[src/rtl/intc_reg_bank.sv]
// intc_reg_bank: APB register bank for the interrupt controller (INTCR/IER/ISR/ISCR/IPR) with sense detection.
module intc_reg_bank #(
  parameter int NUM_IRQ = 16,
  parameter int NUM_IPR = 14,
  parameter int ADDR_W  = 12
) (
  input  logic                   clk,
  input  logic                   rst,
  input  logic                   psel,
  input  logic                   penable,
  input  logic                   pwrite,
  input  logic [ADDR_W-1:0]      paddr,
  input  logic [31:0]            pwdata,
  input  logic [3:0]             pstrb,
  output logic [31:0]            prdata,
  output logic                   pready,
  output logic                   pslverr,
  input  logic [NUM_IRQ-1:0]     irq_in,
  output logic [NUM_IRQ-1:0]     irq_pending,
  output logic [2:0]             intcr,
  output logic [2*NUM_IRQ-1:0]   iscr,
  output logic [12*NUM_IPR-1:0]  ipr_flat
);
  localparam int NISCR = (NUM_IRQ + 15) / 16;

  logic [NUM_IRQ-1:0]   s1_q, s2_q, p_q, ier_q, ier_d, isr_q, isr_d, evt, clr;
  logic [2*NUM_IRQ-1:0] iscr_q, iscr_d;
  logic [63:0]          iscr_w, iscr_nw;
  logic [11:0]          ipr_q [NUM_IPR];
  logic [11:0]          ipr_d [NUM_IPR];
  logic [11:0]          ipr_v [16];
  logic [2:0]           intcr_q, intcr_d;
  logic [31:0]          wa, bm, wv, cur, nw, prdata_q, prdata_d;
  logic [3:0]           ipr_k;
  logic                 acc, wr, rd_first, rd_ph_q, rd_ph_d, mapped;
  logic                 is_intcr, is_ier, is_isr, is_iscr, is_ipr;
  logic                 unused;

  function automatic logic [31:0] exp12(input logic [11:0] x);
    return {17'b0, x[11:9], 1'b0, x[8:6], 1'b0, x[5:3], 1'b0, x[2:0]};
  endfunction

  function automatic logic [11:0] cmp12(input logic [31:0] w);
    return {w[14:12], w[10:8], w[6:4], w[2:0]};
  endfunction

  assign wa       = 32'(paddr[ADDR_W-1:2]);
  assign ipr_k    = wa[3:0];
  assign is_intcr = wa == 32'd0;
  assign is_ier   = wa == 32'd2;
  assign is_isr   = wa == 32'd3;
  assign is_iscr  = wa >= 32'd4 && wa < 32'(4 + NISCR);
  assign is_ipr   = wa >= 32'd16 && wa < 32'(16 + NUM_IPR);
  assign mapped   = is_intcr | is_ier | is_isr | is_iscr | is_ipr;
  assign acc      = psel & penable;
  assign wr       = acc & pwrite & mapped;
  assign rd_first = acc & ~pwrite & ~rd_ph_q;
  assign rd_ph_d  = rd_first;
  assign bm       = {{8{pstrb[3]}}, {8{pstrb[2]}}, {8{pstrb[1]}}, {8{pstrb[0]}}};
  assign wv       = pwdata & bm;
  assign iscr_w   = 64'(iscr_q);
  assign unused   = ^{paddr[1:0], iscr_nw};

  // Writes complete immediately; reads complete one cycle after the data capture.
  assign pready      = ~rst & acc & (pwrite | rd_ph_q);
  assign pslverr     = pready & ~mapped;
  assign prdata      = prdata_q;
  assign irq_pending = isr_q & ier_q;
  assign intcr       = intcr_q;
  assign iscr        = iscr_q;

  for (genvar k = 0; k < 16; k++) begin : g_ipr
    if (k < NUM_IPR) begin : g_on
      assign ipr_v[k]             = ipr_q[k];
      assign ipr_flat[12*k +: 12] = ipr_q[k];
    end else begin : g_off
      assign ipr_v[k] = '0;
    end
  end

  always_comb begin
    cur      = is_intcr ? {26'b0, intcr_q, 3'b0} :
               is_ier   ? 32'(ier_q) :
               is_isr   ? 32'(isr_q) :
               is_iscr  ? (wa[0] ? iscr_w[63:32] : iscr_w[31:0]) :
               is_ipr   ? exp12(ipr_v[ipr_k]) : '0;
    nw       = (cur & ~bm) | wv;
    intcr_d  = (wr && is_intcr) ? nw[5:3] : intcr_q;
    ier_d    = (wr && is_ier) ? NUM_IRQ'(nw) : ier_q;
    iscr_nw  = wa[0] ? {nw, iscr_w[31:0]} : {iscr_w[63:32], nw};
    iscr_d   = (wr && is_iscr) ? iscr_nw[2*NUM_IRQ-1:0] : iscr_q;
    clr      = (wr && is_isr) ? NUM_IRQ'(wv) : '0;
    prdata_d = rd_first ? cur : prdata_q;
    evt      = '0;
    for (int i = 0; i < NUM_IRQ; i++)
      evt[i] = iscr_q[2*i+1] ? (iscr_q[2*i] ? p_q[i] ^ s2_q[i] : ~p_q[i] & s2_q[i])
                             : (iscr_q[2*i] ? p_q[i] & ~s2_q[i] : ~s2_q[i]);
    // A same-cycle event overrides the write-1-to-clear.
    isr_d    = (isr_q & ~clr) | evt;
    for (int k = 0; k < NUM_IPR; k++)
      ipr_d[k] = (wr && is_ipr && ipr_k == 4'(k)) ? cmp12(nw) : ipr_q[k];
  end

  always_ff @(posedge clk) begin
    if (rst) begin
      s1_q     <= '1;
      s2_q     <= '1;
      p_q      <= '1;
      ier_q    <= '0;
      isr_q    <= '0;
      iscr_q   <= '0;
      intcr_q  <= '0;
      prdata_q <= '0;
      rd_ph_q  <= 1'b0;
      for (int k = 0; k < NUM_IPR; k++) ipr_q[k] <= '0;
    end else begin
      s1_q     <= irq_in;
      s2_q     <= s1_q;
      p_q      <= s2_q;
      ier_q    <= ier_d;
      isr_q    <= isr_d;
      iscr_q   <= iscr_d;
      intcr_q  <= intcr_d;
      prdata_q <= prdata_d;
      rd_ph_q  <= rd_ph_d;
      for (int k = 0; k < NUM_IPR; k++) ipr_q[k] <= ipr_d[k];
    end
  end
endmodule
[config.mk]
export PLATFORM = sky130hd
export DESIGN_NAME = intc_reg_bank
export DESIGN_NICKNAME = d
export VERILOG_FILES = /design/src/rtl/intc_reg_bank.sv
export SDC_FILE = /design/constraint.sdc
export NUM_CORES = 1
export LEC_CHECK = 0
export ABC_CLOCK_PERIOD_IN_PS = 7400
export CAP_MARGIN = 10
export CORE_ASPECT_RATIO = 0.9
export CORE_MARGIN = 4
export CORE_UTILIZATION = 38
export CTS_CLUSTER_DIAMETER = 200
export DETAILED_ROUTE_END_ITERATION = 12
export DONT_BUFFER_PORTS = 1
export PLACE_DENSITY = 0.56
export SLEW_MARGIN = 20
export SYNTH_ARGS = -nofsm -noshare
export SYNTH_HDL_FRONTEND = slang
export SYNTH_SLANG_ARGS = --single-unit
export TNS_END_PERCENT = 20
[constraint.sdc]
create_clock -name clk -period 7.4 [get_ports clk]
set_input_delay 2.22 -clock clk [delete_from_list [all_inputs] [get_ports clk]]
set_output_delay 2.22 -clock clk [all_outputs]
set_load 0.05 [all_outputs]
==> summary.txt, run 1 <==
Outcome
  • Status: finished clean

Timing
  • Slew headroom: 0.235
  • RSZ-0062 raised after global routing: false
  • Max-slew violation count: 0
  • Fmax: ~0.16 GHz
  • Slew @ Worst Pin: between 1000 and 1500 ps
  • Period minus WS final: between 6000 and 7000 ps
  • Clock Skew: approximately 29 ps
  • Post-route setup slack: around 1300 ps
  • Final period utilization: 0.826
  • Final Hold Fails: 0
  • Setup TNS: 0 ps
  • Setup violators final: 0

Critical path
  • Required time worst endpoint: between 5000 and 6000 ps
  • Worst setup path class: in -> out
  • Crit path max fanout: 20
  • Nature of the critical path endpoint: primary output
  • Critical path launch point: paddr[7]
  • Critical Path Source Type: input port
  • Crit path arrival time: ~3900 ps
  • Worst R2R Start: ipr_q[0][16]

Drt
  • Iter 0 DRT Violations: roughly 1300
  • Post-DRT Antenna Nets: 0
  • Drt pass-1 iters: 6
  • Post-DR wirelength/cell: approximately 25 µm
  • DRC errors left: 0
  • Via Count: roughly 12000
  • Routed wire length: 51200 µm
  • Via-to-Cell Ratio: 5.89

Floorplan
  • Die X: between 200 and 250 µm
  • Core ar.: about 36000 µm²
  • Die area: roughly 40000 µm²
  • Row count: 66
  • Initial Utilization: 0.386
  • Top Ports: between 300 and 400
  • Die Span Y: approximately 190 µm

Global route
  • Remaining Overflow, GRT: 0
  • Gr usage total: 0.242
  • First-pass GRT wire length: ~74000 µm
  • Number of global-route vias before repair: between 10000 and 15000
  • Initial antenna violation count: 0
  • Largest net degree at the start of global routing: 160

Placement
  • Worst slack at placement: 1330 ps
  • Port Buffer Count: 0
  • Placed cell area: 14200 µm²
  • Placer Congestion: 0.817
  • Post-DP HPWL: roughly 37000 µm

Clock tree
  • Max clock buf depth: 3
  • Worst-path clk slew: 60 ps
  • Clock Sink Count: 316
  • Total CTS buffers: 36
  • CTS hold repair buffers: 0
  • H-tree depth: 2
  • CTS root buffer: clkbuf_16
  • Post-CTS Setup Inserts: 0
  • CTS tree: done
  • Clock latency on the worst-skew pair: 540 ps
  • CTS resizes: 0

Power
  • Peak VDD IR: approximately 0.18 mV
  • Leakage power: ~0.0055 µW
  • Power Dens Cells: about 240 nW/µm²

Finish
  • Final core occ: 0.423
  • Antenna cell count: 0
  • Commonest non-fill, non-tap cell in the layout: dfxtp_1
  • Final nets: between 1500 and 2000
  • P&R area growth vs syn: 9.64%
  • Commonest non-fill, non-tap cells in the layout: dfxtp_1 (316), nand2_1 (274), o21ai_0 (224)
  • Share of cells above drive strength 1: 0.110
  • Filler cells: 3612
  • Fin area: roughly 15000 µm²

Synthesis
  • Register area share after synthesis: 0.451
  • Syn Nets: ~1700
  • Syn avg cell area: 8.63 µm²
  • Synth cell types: 60
  • Mapped Area: 14000 µm²
  • Yosys warns: 0
  • Post-synth EDFFs: 0
  • Most used DFF post-synth: dfxtp_1
  • #FFs+latches synth: 316
  • Async SR Flop Fraction: 0
  • Gate Count Post-Synth: 1626

Hold path
  • Hold Path Origin: s1_q[2]
  • HP Class: reg -> reg

Flow run
  • Max-cap viol count: 0
## metrics by stage
| step | instances | hold WS, ps | power (µW) |
|---|---|---|---|
| after floorplan | 1626 | 389 | 1920 |
| after global placement | 1984 | 392 | 1930 |
| after detailed placement | 1984 | 393 | 1940 |
| after CTS | 2047 | 392 | 3710 |
| after global routing | 2047 | 421 | 3790 |
| final | 2047 | 394 | 3670 |
## cells in the mapped netlist, types with 5 or more instances
library cell | count | share of area
a211oi_1 | 15 | 0.0080
a21oi_1 | 96 | 0.034
a221o_1 | 5 | 0.0036
a22oi_1 | 20 | 0.011
a31oi_1 | 14 | 0.0062
a41oi_1 | 9 | 0.0056
and2_1 | 20 | 0.0089
buf_1 | 5 | 0.0013
buf_2 | 17 | 0.0061
buf_4 | 6 | 0.0032
buf_6 | 10 | 0.0080
clkbuf_1 | 91 | 0.024
dfxtp_1 | 316 | 0.45
ha_1 | 32 | 0.029
inv_1 | 49 | 0.013
mux2_2 | 12 | 0.0096
mux2i_1 | 63 | 0.045
mux4_2 | 11 | 0.018
nand2_1 | 274 | 0.073
nand2b_1 | 10 | 0.0045
nand3_1 | 52 | 0.019
nand3b_1 | 18 | 0.0096
nand4_1 | 9 | 0.0040
nor2_1 | 50 | 0.013
nor2b_1 | 7 | 0.0031
nor3_1 | 5 | 0.0018
nor3b_1 | 7 | 0.0037
nor4bb_1 | 10 | 0.0071
o211ai_1 | 32 | 0.017
o21a_1 | 6 | 0.0032
o21ai_0 | 224 | 0.080
o21ba_2 | 8 | 0.0057
o221ai_1 | 10 | 0.0062
o22ai_1 | 10 | 0.0045
or2_2 | 49 | 0.022
or3_1 | 8 | 0.0036
## registers in the layout, summed over array words and instances, names as in the netlist
name and cells:
s2_q 16, s1_q 16, p_q 16, ipr_q 168
isr_q 16, intcr 3, iscr 32, rd_ph_q 1
ier_q 16, prdata 32
## layout make-up
| cell class | count | area (µm²) | area share |
|---|---|---|---|
| clock buffers | 55 | 1080 | 0.0705 |
| clock inverters | 8 | 81.3 | 0.00529 |
| inverters | 49 | 184 | 0.0120 |
| multi-input cells | 1132 | 7030 | 0.457 |
| flip-flops and latches | 316 | 6330 | 0.411 |
| well taps | 476 | 596 | 0.0387 |
| repair buffers | 11 | 82.6 | 0.00537 |
## metal layers
layer  global-route usage  wire length, µm
met2                0.370            22800
met1                0.319            21300
met3               0.0916             5570
met4               0.0708             1450
met5               0.0111               63
## critical path, stage by stage
cell     delay [ps]
or4_1           820
nor4_4          310
buf_4           320
nor3b_2         210
## path summary, 6_finish.rpt
check	slack, ps	to	cells past startpoint
setup reg to reg	4420	ipr_q[0][52]	6
hold / removal	390	s2_q[2]	1
hold reg to reg	390	s2_q[2]	1
setup / recovery	1290	pslverr	4
## report_power, final
group / switching [µW] / internal (µW)
combinational: 113 / 59.0
clock: 722 / 1050
sequential: 14.1 / 1720
## cell families after synthesis
| kind of cell | after synthesis | synth area share |
|---|---|---|
| flip-flops | 316 | 0.451 |
| AO/OA/AOI/OAI | 475 | 0.202 |
| adder cells (fa/ha/maj) | 32 | 0.0285 |
| multiplexers | 86 | 0.0722 |
| AND/OR/NAND/NOR | 539 | 0.191 |
| buffers and inverters | 178 | 0.0561 |
Power figures use the tool's default switching activity.
==> run 2, diff against run 1 <==
- ABC_CLOCK_PERIOD_IN_PS: 7400 -> 5400
- PLACE_DENSITY: 0.56 -> 0.58
- clock period: 7.4 -> 5.4 ns (I/O delays scaled with it)
==> summary.txt, run 2 (synthesized netlist as in run 1, its figures left out) <==
Outcome
  • Status: finished clean

Power
  • Leakage power: 0.00560 µW (+2.0%)
  • Combinational fraction of design power: 0.048 (about the same)
  • Power Dens Cells: 328 nW/µm² (+37%)
  • Pint: 3900 µW (+38%)
  • Sw Ratio: 0.232 (+0.000580)
  • Peak VDD IR: 0.206 mV (+17%)
  • Clock power frac: 0.485 (+0.003)
  • Sequential Power Share: 0.467 (-0.005)
  • Psw: 1180 µW (+39%)

Finish
  • Largest register FFs: 168 (unchanged)
  • P&R area growth vs syn: 10.5%
  • Commonest non-fill, non-tap cell in the layout: dfxtp_1
  • Commonest non-fill, non-tap cells in the layout: dfxtp_1 (316), nand2_1 (274), o21ai_0 (224)
  • Fin area: 15500 µm² (+0.78%)
  • Final nets: 1664 (+1.0%)
  • Post-Layout Cell Count: 2063 (+0.78%)
  • Reg with most FFs: ipr_q
  • Share of cells above drive strength 1: 0.119 (+0.00912)

Drt
  • Post-DR wirelength/cell: 25.1 µm (+0.54%)
  • Via-to-Cell Ratio: 5.89 (about the same)
  • Drt pass-1 iters: 6 (unchanged)
  • Iter 0 DRT Violations: 1318 (+1.5%)
  • DRC errors left: 0 (unchanged)
  • Via Count: 12200 (+0.85%)
  • Post-DRT Antenna Nets: 0 (unchanged)
  • Routed wire length: 51900 µm (+1.3%)

Timing
  • Slew headroom: 0.213 (-0.0216)
  • Setup TNS: 0 ps (unchanged)
  • Setup violators final: 0 (unchanged)
  • Final Hold Fails: 0 (unchanged)
  • Final period utilization: 0.873
  • Clock Skew: 33.7 ps (+4.22 ps)
  • RSZ-0062 raised after global routing: false
  • Fmax: around 0.21 GHz
  • Max-slew violation count: 0 (unchanged)
  • Slew @ Worst Pin: 1170 ps (+33.2 ps)
  • Period minus WS final: ~4700 ps

Hold path
  • Hold Path Origin: s1_q[1]
  • HP Class: reg -> reg

Floorplan
  • Die X: 211 µm (unchanged)
  • Core ar.: 36300 µm² (unchanged)
  • Die Span Y: 190 µm (unchanged)
  • Top Ports: 322 (unchanged)
  • Row count: 66 (unchanged)
  • Die area: 40100 µm² (unchanged)
  • Initial Utilization: 0.386 (unchanged)

Critical path
  • Nature of the critical path endpoint: primary output
  • Worst setup path class: in -> out
  • Crit path arrival time: 3090 ps (-800 ps)
  • R2R setup slack: 2570 ps (-1850 ps)
  • Worst R2R Start: ipr_q[0][40]
  • Crit path max fanout: 8 (-60%)
  • Critical Path Source Type: input port
  • Critical path launch point: paddr[7]
  • Required time worst endpoint: 3780 ps (-1400 ps)

Global route
  • First-pass GRT wire length: 75500 µm (+2.0%)
  • Largest net degree at the start of global routing: 160 (unchanged)
  • Gr usage total: 0.246 (+0.00413)
  • Remaining Overflow, GRT: 0 (unchanged)
  • Initial antenna violation count: 1 (+1)
  • Number of global-route vias before repair: 11200 (+0.47%)

Clock tree
  • Worst-path clk slew: 50 ps (about the same)
  • H-tree depth: 2 (unchanged)
  • Max clock buf depth: 3 (unchanged)
  • Total CTS buffers: 37 (+2.8%)
  • CTS resizes: 0 (unchanged)
  • CTS root buffer: clkbuf_16
  • Clock latency on the worst-skew pair: 540 ps (about the same)
  • CTS hold repair buffers: 0 (unchanged)
  • Clock Sink Count: 316 (unchanged)
  • Post-CTS Setup Inserts: 0 (unchanged)
  • CTS tree: done

Flow run
  • Max-cap viol count: 0 (unchanged)

Placement
  • Placer Congestion: 0.838 (+2.6%)
  • Placed cell area: 14300 µm² (+0.53%)
  • Port Buffer Count: 0 (unchanged)
  • Placed Cells incl. Taps: 2000 (+0.81%)
  • Post-DP HPWL: 37000 µm (+1.3%)
==> run 2: cell count changes in the layout (fill, tap and decap cells not counted), moves of 2 or more <==
cell	change
a41oi_1	+4
clkinvlp_4	-2
clkbuf_1	-6
clkbuf_8	+4
diode_2	+2
a41oi_2	-4
buf_4	+16
==> run 2: metrics by stage <==
step | hold slack [ps] | utilization | setup slack (ps) | power [µW]
after floorplan | 389 | - | 263 | 2640
after global placement | 391 | 0.392 | 686 | 2660
after detailed placement | 395 | 0.393 | 682 | 2670
after CTS | 408 | 0.426 | 682 | 5110
after global routing | 415 | 0.427 | 635 | 5240
final | 406 | 0.427 | 686 | 5080
==> run 2: final cells by class <==
type                    count  area (µm²)
multi-input cells        1132        7000
well taps                 476         596
diodes                      2        5.00
clock inverters             7        48.8
fillers                  3655       20800
inverters                  49         184
flip-flops and latches    316        6330
clock buffers              54        1140
repair buffers             27         203
==> run 2: power by group through the flow <==
stage	clock network, µW	logic (µW)	registers [µW]
floorplan	0	214	2420
global placement	0	233	2430
detailed placement	0	239	2430
CTS	2500	239	2380
global route	2600	262	2380
finish	2460	242	2380
==> run 2: worst max-delay path: stages <==
cell	delay (ps)
or4_1	810
nor4_4	350
nor3b_2	100
buf_4	200
==> run 2: path summary, 6_finish.rpt <==
path	to	depth (start not counted)
max reg2reg	ipr_q[0][76]	6
min	s2_q[1]	1
max	pslverr	4
min reg2reg	s2_q[1]	1
==> run 2: layer usage <==
layer  global-route usage  routed length [µm]
met5                    0                   0
met2                0.377               23300
met3               0.0931                5850
met4               0.0721                1560
met1                0.324               21100
==> run 3, diff against run 2 <==
- PLACE_DENSITY: 0.58 -> unset
- PLACE_DENSITY_LB_ADDON: unset -> 0.25
==> summary.txt, run 3 (synthesized netlist as in run 1, its figures left out) <==
Placement
  • Post-DP HPWL: 36800 µm (-0.45%)
  • Placed cell area: 14200 µm² (-0.19%)
  • Placer Congestion: 0.862 (+2.9%)
  • Port Buffer Count: 0 (unchanged)

Clock tree
  • Total CTS buffers: 36 (-2.7%)
  • Max clock buf depth: 3 (unchanged)
  • Post-CTS Setup Inserts: 0 (unchanged)
  • Clock latency on the worst-skew pair: 540 ps (about the same)
  • CTS hold repair buffers: 0 (unchanged)
  • Clock Sink Count: 316 (unchanged)
  • Worst-path clk slew: 60 ps (about the same)
  • H-tree depth: 2 (unchanged)
  • CTS tree: done
  • CTS root buffer: clkbuf_16
  • CTS resizes: 0 (unchanged)

Timing
  • Period minus WS final: 4710 ps (-0.116 ps)
  • Final Hold Fails: 0 (unchanged)
  • Slew headroom: 0.272 (+0.0587)
  • Slew @ Worst Pin: 1090 ps (-87.6 ps)
  • Setup TNS: 0 ps (unchanged)
  • Clock Skew: 34.0 ps (+0.346 ps)
  • Setup violators final: 0 (unchanged)
  • Fmax: 0.212 GHz (about the same)
  • RSZ-0062 raised after global routing: false
  • Max-slew violation count: 0 (unchanged)
  • Final period utilization: 0.873 (about the same)

Drt
  • DRC errors left: 0 (unchanged)
  • Iter 0 DRT Violations: 1228 (-6.8%)
  • Post-DR wirelength/cell: 25.1 µm (about the same)
  • Drt pass-1 iters: 6 (unchanged)
  • Via-to-Cell Ratio: 5.81 (-1.3%)
  • Via Count: 12000 (-1.3%)
  • Post-DRT Antenna Nets: 0 (unchanged)
  • Routed wire length: 51800 µm (-0.15%)

Flow run
  • Max-cap viol count: 0 (unchanged)

Global route
  • Remaining Overflow, GRT: 0 (unchanged)
  • Largest net degree at the start of global routing: 160 (unchanged)
  • Initial antenna violation count: 1 (unchanged)
  • Number of global-route vias before repair: 11000 (-1.8%)
  • First-pass GRT wire length: 74800 µm (-0.90%)
  • Gr usage total: 0.244 (-0.00150)

Power
  • Leakage power: 0.00559 µW (-0.22%)
  • Total Power: 5140 µW (+1.1%)
  • Power Dens Cells: 331 nW/µm² (+1.1%)
  • Peak VDD IR: 0.162 mV (-22%)

Floorplan
  • Top Ports: 322 (unchanged)
  • Initial Utilization: 0.386 (unchanged)
  • Core ar.: 36300 µm² (unchanged)
  • Die X: 211 µm (unchanged)
  • Die Span Y: 190 µm (unchanged)
  • Die area: 40100 µm² (unchanged)
  • Row count: 66 (unchanged)

Critical path
  • Worst R2R Path Depth: 6 (unchanged)
  • Crit path arrival time: 3090 ps (about the same)
  • Worst R2R Start: ipr_q[0][15]
  • CP cell instances: or4_1 > nor4_4 > nor3b_2 > buf_4
  • Max incr delay on CP: 820 ps (about the same)
  • Crit path max-delay family: simple AND/OR/NAND/NOR gates
  • Nature of the critical path endpoint: primary output
  • Critical Path Source Type: input port
  • Worst Path Buf+Inv: 1 (unchanged)
  • Crit path max fanout: 8 (unchanged)
  • Slowest CP cell: or4_1
  • Required time worst endpoint: 3780 ps (about the same)
  • R2R setup slack: 2750 ps (+180 ps)
  • R2R Path End: ipr_q[0][147]
  • Critical path launch point: paddr[7]
  • Worst setup path class: in -> out

Hold path
  • Hold Path Depth: 1 (unchanged)
  • Hold Path End: s2_q[2]
  • HP Class: reg -> reg
  • Hold Path Origin: s1_q[2]

Finish
  • P&R area growth vs syn: 10.5% (about the same)
  • Reg with most FFs: ipr_q
  • Antenna cell count: 0 (-2)
  • Share of cells above drive strength 1: 0.120 (+0.000555)
  • Largest register FFs: 168 (unchanged)
  • Final nets: 1660 (-0.24%)
  • Fin area: 15500 µm² (about the same)
  • Commonest non-fill, non-tap cells in the layout: dfxtp_1 (316), nand2_1 (274), o21ai_0 (224)
  • Commonest non-fill, non-tap cell in the layout: dfxtp_1

Outcome
  • Status: finished clean
run 3: worst max-delay path by stage:
stage | end | slack, ps | cells past startpoint
2_1_floorplan | pslverr | 260 | 5
3_3_place_gp | pslverr | 710 | 4
3_5_place_dp | pslverr | 710 | 4
4_1_cts | pslverr | 710 | 4
5_1_grt | pslverr | 650 | 4
6_report | pslverr | 690 | 4
run 3: metal layers:
metal / GRT usage / vias to the layer above / wire (µm)
met4: 0.0641 / 0 / 1260
met2: 0.376 / 540 / 23300
li1: - / 5602 / -
met1: 0.319 / 5779 / 20900
met3: 0.101 / 69 / 6270
met5: 0 / - / 0
run 3: cell type report:
cell class | count | area, µm²
Clock buffer | 48 | 1070
Clock inverter | 17 | 159
Fill cell | 3604 | 20800
Inverter | 49 | 184
Multi-Input combinational cell | 1132 | 6990
Sequential cell | 316 | 6330
Tap cell | 476 | 596
Timing Repair Buffer | 24 | 180
run 3: stage by stage:
step / setup WS [ps] / hold WS, ps / util / std cells
2_1_floorplan: 263 / 389 / - / 1626
3_3_place_gp: 713 / 392 / 0.392 / 1997
3_5_place_dp: 708 / 393 / 0.392 / 1997
4_1_cts: 708 / 403 / 0.426 / 2062
5_1_grt: 645 / 414 / 0.427 / 2062
6_report: 686 / 399 / 0.427 / 2062
run 3: worst reg2reg max path: cells and delay by family, from the launching register on:
kind	cells	cell delay, ps
DFF	1	500
muxes	1	380
buffers and inverters	1	340
AOI/OAI and AO/OA	4	1300
run 3: power breakdown:
part	internal (µW)	switching, µW	leakage [µW]
clock network	1490	1030	0.000599
registers	2360	19.6	0.00256
logic	83.7	157	0.00243
total	3930	1200	0.00559
